==> src/rtl/jtframe_shram_pkg.sv <==
// Shared definitions for the two-requester shared RAM arbiter.
// Holds the FSM state encoding and the legal read-latency range.
package jtframe_shram_pkg;

  typedef enum logic {
    IDLE   = 1'b0,
    ACCESS = 1'b1
  } state_e;

  localparam int LAT_MIN = 1;
  localparam int LAT_MAX = 3;

endpackage

==> src/rtl/jtframe_shram_port.sv <==
// Per-requester tracker: remembers which address was last served while the
// chip select stays high, raises pending for new work and holds read data.
module jtframe_shram_port
  import jtframe_shram_pkg::*;
#(
  parameter int AW = 11,
  parameter int DW = 8
) (
  input  logic          rst_n,
  input  logic          clk,
  input  logic          cs_i,
  input  logic [AW-1:0] addr_i,
  input  logic          cmpl_i,
  input  logic          rd_i,
  input  logic [AW-1:0] ram_addr_i,
  input  logic [DW-1:0] ram_dout_i,
  output logic          pending_o,
  output logic [DW-1:0] dout_o
);

  logic          done_q, done_d;
  logic [AW-1:0] served_q;
  logic [DW-1:0] dout_q;

  // A dropped chip select always forgets the finished access, even on completion
  always_comb begin
    done_d = done_q;
    if (!cs_i)       done_d = 1'b0;
    else if (cmpl_i) done_d = 1'b1;
  end

  assign pending_o = cs_i & (~done_q | (addr_i != served_q));
  assign dout_o    = dout_q;

  always_ff @(posedge clk or negedge rst_n) begin
    if (!rst_n) begin
      done_q   <= 1'b0;
      served_q <= '0;
      dout_q   <= '0;
    end else begin
      done_q <= done_d;
      if (cmpl_i) begin
        served_q <= ram_addr_i;
        if (rd_i) dout_q <= ram_dout_i;
      end
    end
  end

endmodule

==> src/rtl/jtframe_shram_arb.sv <==
// Round-robin arbiter giving two CPUs access to one single-port synchronous RAM;
// busy stalls each CPU through its wait block until its own access completes.
module jtframe_shram_arb
  import jtframe_shram_pkg::*;
#(
  parameter int AW  = 11,
  parameter int DW  = 8,
  parameter int LAT = 1
) (
  input  logic            rst_n,
  input  logic            clk,
  input  logic [1:0]      req_cs,
  input  logic [1:0]      req_we,
  input  logic [2*AW-1:0] req_addr,
  input  logic [2*DW-1:0] req_din,
  output logic [2*DW-1:0] req_dout,
  output logic [1:0]      busy,
  output logic [AW-1:0]   ram_addr,
  output logic            ram_we,
  output logic [DW-1:0]   ram_din,
  input  logic [DW-1:0]   ram_dout
);

  if (LAT < LAT_MIN || LAT > LAT_MAX) begin : g_lat_range
    $error("jtframe_shram_arb: LAT out of range");
  end

  localparam logic [1:0] LAT_CNT = 2'(LAT);

  state_e        state_q;
  logic          last_q, g_q, wr_q, gnt_d;
  logic [1:0]    cnt_q;
  logic [AW-1:0] ram_addr_q;
  logic          ram_we_q;
  logic [DW-1:0] ram_din_q;
  logic [1:0]    pending, cmpl;
  logic          complete;
  logic [AW-1:0] sel_addr;
  logic [DW-1:0] sel_din;

  assign complete = (state_q == ACCESS) && (cnt_q == LAT_CNT);
  assign cmpl[0]  = complete & ~g_q;
  assign cmpl[1]  = complete &  g_q;
  assign busy     = pending;
  assign ram_addr = ram_addr_q;
  assign ram_we   = ram_we_q;
  assign ram_din  = ram_din_q;

  // Ties go to whoever was not served last
  always_comb begin
    gnt_d = 1'b0;
    case (pending)
      2'b10:   gnt_d = 1'b1;
      2'b11:   gnt_d = ~last_q;
      default: gnt_d = 1'b0;
    endcase
    sel_addr = gnt_d ? req_addr[2*AW-1:AW] : req_addr[AW-1:0];
    sel_din  = gnt_d ? req_din[2*DW-1:DW]  : req_din[DW-1:0];
  end

  always_ff @(posedge clk or negedge rst_n) begin
    if (!rst_n) begin
      state_q    <= IDLE;
      last_q     <= 1'b1;
      g_q        <= 1'b0;
      wr_q       <= 1'b0;
      cnt_q      <= 2'd0;
      ram_addr_q <= '0;
      ram_we_q   <= 1'b0;
      ram_din_q  <= '0;
    end else begin
      case (state_q)
        IDLE: begin
          ram_we_q <= 1'b0;
          if (|pending) begin
            g_q        <= gnt_d;
            wr_q       <= req_we[gnt_d];
            ram_we_q   <= req_we[gnt_d];
            ram_addr_q <= sel_addr;
            ram_din_q  <= sel_din;
            cnt_q      <= 2'd0;
            state_q    <= ACCESS;
          end
        end
        ACCESS: begin
          ram_we_q <= 1'b0;
          cnt_q    <= cnt_q + 2'd1;
          if (complete) begin
            last_q  <= g_q;
            state_q <= IDLE;
          end
        end
        default: state_q <= IDLE;
      endcase
    end
  end

  jtframe_shram_port #(.AW(AW), .DW(DW)) u_port0 (
    .rst_n      (rst_n),
    .clk        (clk),
    .cs_i       (req_cs[0]),
    .addr_i     (req_addr[AW-1:0]),
    .cmpl_i     (cmpl[0]),
    .rd_i       (~wr_q),
    .ram_addr_i (ram_addr_q),
    .ram_dout_i (ram_dout),
    .pending_o  (pending[0]),
    .dout_o     (req_dout[DW-1:0])
  );

  jtframe_shram_port #(.AW(AW), .DW(DW)) u_port1 (
    .rst_n      (rst_n),
    .clk        (clk),
    .cs_i       (req_cs[1]),
    .addr_i     (req_addr[2*AW-1:AW]),
    .cmpl_i     (cmpl[1]),
    .rd_i       (~wr_q),
    .ram_addr_i (ram_addr_q),
    .ram_dout_i (ram_dout),
    .pending_o  (pending[1]),
    .dout_o     (req_dout[2*DW-1:DW])
  );

endmodule

==> config.mk <==
export PLATFORM = sky130hd
export DESIGN_NAME = jtframe_shram_arb
export DESIGN_NICKNAME = d
export VERILOG_FILES = /design/src/rtl/jtframe_shram_pkg.sv /design/src/rtl/jtframe_shram_port.sv /design/src/rtl/jtframe_shram_arb.sv
export SDC_FILE = /design/constraint.sdc
export NUM_CORES = 1
export LEC_CHECK = 0
export BUFFER_PORTS_ARGS = -buffer_cell sky130_fd_sc_hd__buf_2
export CORE_MARGIN = 2
export CORE_UTILIZATION = 51
export CTS_BUF_LIST = sky130_fd_sc_hd__clkbuf_16
export DETAILED_ROUTE_END_ITERATION = 16
export PLACE_DENSITY = 0.77
export SETUP_SLACK_MARGIN = 0.2
export SYNTH_ARGS = -nofsm -noshare
export SYNTH_HDL_FRONTEND = slang
export SYNTH_HIERARCHICAL = 1
export SYNTH_SLANG_ARGS = --single-unit
export TNS_END_PERCENT = 5
==> constraint.sdc <==
create_clock -name clk -period 1.87 [get_ports clk]
set_input_delay 0.4675 -clock clk [delete_from_list [all_inputs] [get_ports clk]]
set_output_delay 0.4675 -clock clk [all_outputs]
set_load 0.1 [all_outputs]
Yosys cells after proc, flatten, opt, wreduce, memory -nomap -nowiden. Cells that the tools add are included.

Flip-flop bits (word level): 66. Bits in latches: 0. Memory bits (writable): 0. Memory bits (read-only): 0. Memories: 0.

$add $sub $neg: 1. Multiply operators: 0. Div/mod/pow operators: 0. Magnitude comparators: 1. Eq/ne operators: 8. Shift operators: 0. Muxes and demuxes: 16. Bitwise logic cells: 12. Reduce and logical (&&, ||, !) cells: 6.

Operators with widths (count): $ne 11x11->1 (2); $mux 11 (1); $mux 1 (9); $mux 8 (1); $reduce_and 2->1 (4); $not 1->1 (6); $pmux 1 s2 (3); $and 1x1->1 (4); $eq 2x2->1 const B (2); $ne 2x1->1 const B (2); $pmux 2 s2 (1); $add 2x1->2 const B (1); $eq 2x1->1 const B (1); $lt 1x2->1 const B (1); $mux 2 (1); $ne 2x2->1 const B (1); $or 1x1->1 (2); $reduce_or 2->1 (1); $logic_and 1x1->1 (1).

Longest topological paths before layout.
Depth after elaboration: 9. Mapped depth: 8. Mapped depth without buffers: 6.

Cells and area by module. Netlist, hierarchy kept.

By module, submodules not included: jtframe_shram_port (times used 2, cells each 57, area each 859.6 um2, sequential area each 500.5 um2); jtframe_shram_arb (times used 1, cells each 131, area each 1209.9 um2, sequential area each 651.9 um2).

Worst setup path before layout. OpenSTA, ideal clock, no wires.

Path type: input to register. Start point: input req_addr[17]. End point: register ram_addr_q[10], in the netlist ram_addr[10]. Setup time: 0.082 ns. Arrival time: 2.300 ns. Data required time: 1.788 ns. Slack: -0.512 ns. Stages on the path: 7. Path buffers: 1. Cells stage by stage: xnor2_1 > nand4_1 > o31a_1 > a21boi_4 > buf_6 > nand2_1 > a31oi_1.

Word-level cells in the longest chain between the ends: 6.

RTL lines: from (decl) (line jtframe_shram_arb.sv:14) `input logic [2*AW-1:0] req_addr,`; $ne 11x11->1 * (line jtframe_shram_port.sv:32) `assign pending_o = cs_i & (~done_q | (addr_i != served_q));`; $or 1x1->1 * (line jtframe_shram_port.sv:32); $and 1x1->1 * (line jtframe_shram_port.sv:32); via busy[1] (line jtframe_shram_arb.sv:17) `output logic [1:0] busy,`; $eq 2x2->1 (line jtframe_shram_arb.sv:52) `case (pending)`; $pmux 1 s2 (line jtframe_shram_arb.sv:52); $mux 11 (line jtframe_shram_arb.sv:57) `sel_addr = gnt_d ? req_addr[2*AW-1:AW] : req_addr[AW-1:0];`; to (signal assigned) (line jtframe_shram_arb.sv:79) `ram_addr_q <= sel_addr;`; to (decl) (line jtframe_shram_arb.sv:33) `logic [AW-1:0] ram_addr_q;`.

Mark *: on every way through the listed nets, which the timed path passes. The rest lies on a longest branch. A chain may end at the register's enable or synchronous reset.

Worst setup path after layout.
Start point: register u_port0.served_q[3]. End point: output busy[0].

Word-level cells in the longest chain between the ends: 3.

RTL lines: from (decl) (line jtframe_shram_port.sv:22) `logic [AW-1:0] served_q;`; from (signal assigned) (line jtframe_shram_port.sv:43) `served_q <= ram_addr_i;`; $ne 11x11->1 (line jtframe_shram_port.sv:32); $or 1x1->1 (line jtframe_shram_port.sv:32); $and 1x1->1 (line jtframe_shram_port.sv:32); to (decl) (line jtframe_shram_arb.sv:17).

No other way between the ends.

==> results.cfg <==
[hold_path]
hp-class = input pin to async pin

[setup_path]
cp_slowest_stage_delay_ps = 400
critPathSlowestCell = o31a_4
worstRegToRegCells = 8
cp.arrival_ps = 1620
worstPathMaxFanout = 2
crit_family = compound AO/OA/AOI/OAI gates
crit_required_ps = 1400
end_kind = output port
cp.depth = 4
path_buf_inv = 1
path_cells = xnor2_1, nand4_1, o31a_4, buf_12
crit_type = flip-flop to output port
start_kind = flip-flop

[clocking]
tritoncts = done
clockBufferDepth = 2
insertion_delay_ps = 320
root_buffer = clkbuf_16
cts.sinks = 66
cts.clk_slew.worst_paths_ps = 50
htreeDepth = 3
cts_buffers = 9

[timing]
relSlewSlack = 0.6757
finalWorstSetupSlack_ps = -212.6
hold_violations = 0
worstMarginPinSlew_ps = 489.8
fmax_ghz = 0.4802
period_share = 1.114
drv_slew = 0
clock-skew-final_ps = 4.216
rsz0062_at_grt = yes
period_needed_ps = 2083
setup_viol = 24

[grt]
grt_pass1_wl_um = 10620
grt_max_degree = 67
first_global_vias = 2253
track_usage = 0.2240
grt_overflow_total = 0
antenna_found_initial = 0

[placed_design]
dp_hpwl_um = 4506
port_buffers = 89
pre_cts_ws_ps = -215.8
gp_congestion = 0.7613

[yosys]
synth_nets = 298
synth_cells = 245
syn_area_um2 = 2929
yosys_warnings = 6
ys_seq_elements = 66
synth_cell_types = 27
ys_seq_area_frac = 0.5643
synth.avg_cell_area_um2 = 11.96

[detailed_routing]
dr_total_vias = 2189
avgRoutedWirePerCell_um = 15.73
wl_met2_um = 3338
viasPerCell = 5.151
route.met3.wl_um = 375
wirelength_um = 6684
ant_nets = 0
m1WireLength_um = 2814
highest_layer = met4
drc = 0
drt_first_pass_iters = 4
drt_iter0_drc = 194

[status]
status = finished, violations left
violations = negative setup slack

[die]
initial_core_util = 0.5287
dieArea_um2 = 6366
row_count = 27
core-area_um2 = 5540
io_pins = 90
die_h_um = 79.79
die_w_um = 79.79

[finish]
insertedDiodeCount = 0
area_growth_pct = 33.87
nets = 401
drive_gt1_frac = 0.4958
final_util = 0.7078

[job]
maxCapViolations = 0
[cell type report]
cell class                 count  area [um2]
timing repair buffer         102       628.1
fill                         400        1619
multi-input combinational    166        1285
inverter                       3       11.26
tap                           72       90.09
clock inverter                 7       28.78
clock buffer                   9       225.2
sequential                    66        1653
[layer usage]
layer  vias to the layer above  track usage
met3                        17      0.05430
met4                         0       0.1203
li1                       1052            -
met1                      1046       0.2811
met2                        74       0.3588
met5                         -            0
[cell usage in the layout (no fill, tap or decap)]
master / n
buf_4: 5
a31oi_1: 19
buf_2: 84
nand2_1: 39
buf_12: 4
inv_1: 5
nor2b_1: 1
buf_6: 6
xnor2_1: 16
clkbuf_16: 9
a21bo_2: 1
clkbuf_4: 3
ha_1: 1
clkinv_2: 2
nand4_1: 6
nor3_4: 1
mux2_2: 39
nor2_4: 1
o41ai_2: 1
a21o_1: 1
dfstp_2: 1
nor2_2: 5
o22ai_2: 1
clkinv_1: 3
nand2_2: 2
o31a_4: 2
o21ba_1: 1
mux2i_2: 1
xnor2_2: 6
o21a_1: 2
dfrtp_1: 65
a21boi_4: 1
nor2_1: 16
a21oi_1: 2
nand2b_1: 1
[Yosys cell counts (all sizes together)]
library cell	n	area, um2
a21oi	2	10.01
o31a	2	17.52
nand2	41	158.9
nor3	1	5.000
o21a	2	15.01
nor2	22	82.58
inv	3	11.26
a21o	1	7.510
mux2i	1	10.01
a21boi	1	18.77
xnor2	22	192.7
mux2	39	439.2
nand4	6	37.54
o22ai	1	6.260
nor2b	1	6.260
o21ba	1	10.01
a21bo	1	10.01
dfstp	1	26.28
o41ai	1	8.760
nand2b	1	6.260
a31oi	19	118.9
ha	1	12.51
buf	10	91.33
dfrtp	65	1627
[path summary, 6_finish.rpt]
| path | startpoint | to | slack (ps) |
|---|---|---|---|
| min in group clk | ram_dout[5] | u_port0/dout_o[5] | 390 |
| max | u_port0/served_q[3] | busy[0] | -210 |
| min | rst_n | ram_addr[6] | 150 |
| min reg2reg | u_port1/done_q | u_port1/done_q | 500 |
| max reg2reg | u_port0/served_q[3] | ram_din[6] | -120 |
| max in group asynchronous | rst_n | last_q | 1410 |
[through the flow]
stage | std cells | hold slack, ps | instance area (um2) | setup TNS (ps)
global placement | 408 | 481.6 | 3506 | -2900
global route | 425 | 189.8 | 3921 | -4227
CTS | 425 | 173.3 | 3854 | -1734
detailed placement | 408 | 487.3 | 3506 | -3778
finish | 425 | 150.1 | 3921 | -1920
floorplan | 245 | 171.9 | 2950 | -1394
[what timing repair did]
action | in CTS | in global routing
gates resized for setup | 20 | 15
buffers inserted | 1 | 0
setup endpoints to repair | 27 | 52
hold buffers | 0 | 0
pin swaps | 17 | 6
[state kept, by name, indices dropped and copies added (netlist names)]
name	flops
ram_addr	11
u_port0/served_q	11
u_port1/served_q	11
ram_din	8
u_port0/dout_o	8
u_port1/dout_o	8
cnt_q	2
g_q	1
last_q	1
ram_we	1
state_q	1
u_port0/done_q	1
u_port1/done_q	1
wr_q	1
[kinds of logic after synthesis]
| group | after synthesis | share of synthesized area |
|---|---|---|
| simple gates | 72 | 0.1012 |
| mux | 40 | 0.1534 |
| buf+inv | 13 | 0.03502 |
| compound gates | 31 | 0.07604 |
| fa+ha+maj | 1 | 0.004271 |
| flops | 66 | 0.5643 |
| xor+xnor | 22 | 0.06578 |
Power is left out: the tool's default activity adds up to more than one toggle a clock period on the data nets, which glitch-free logic cannot reach.
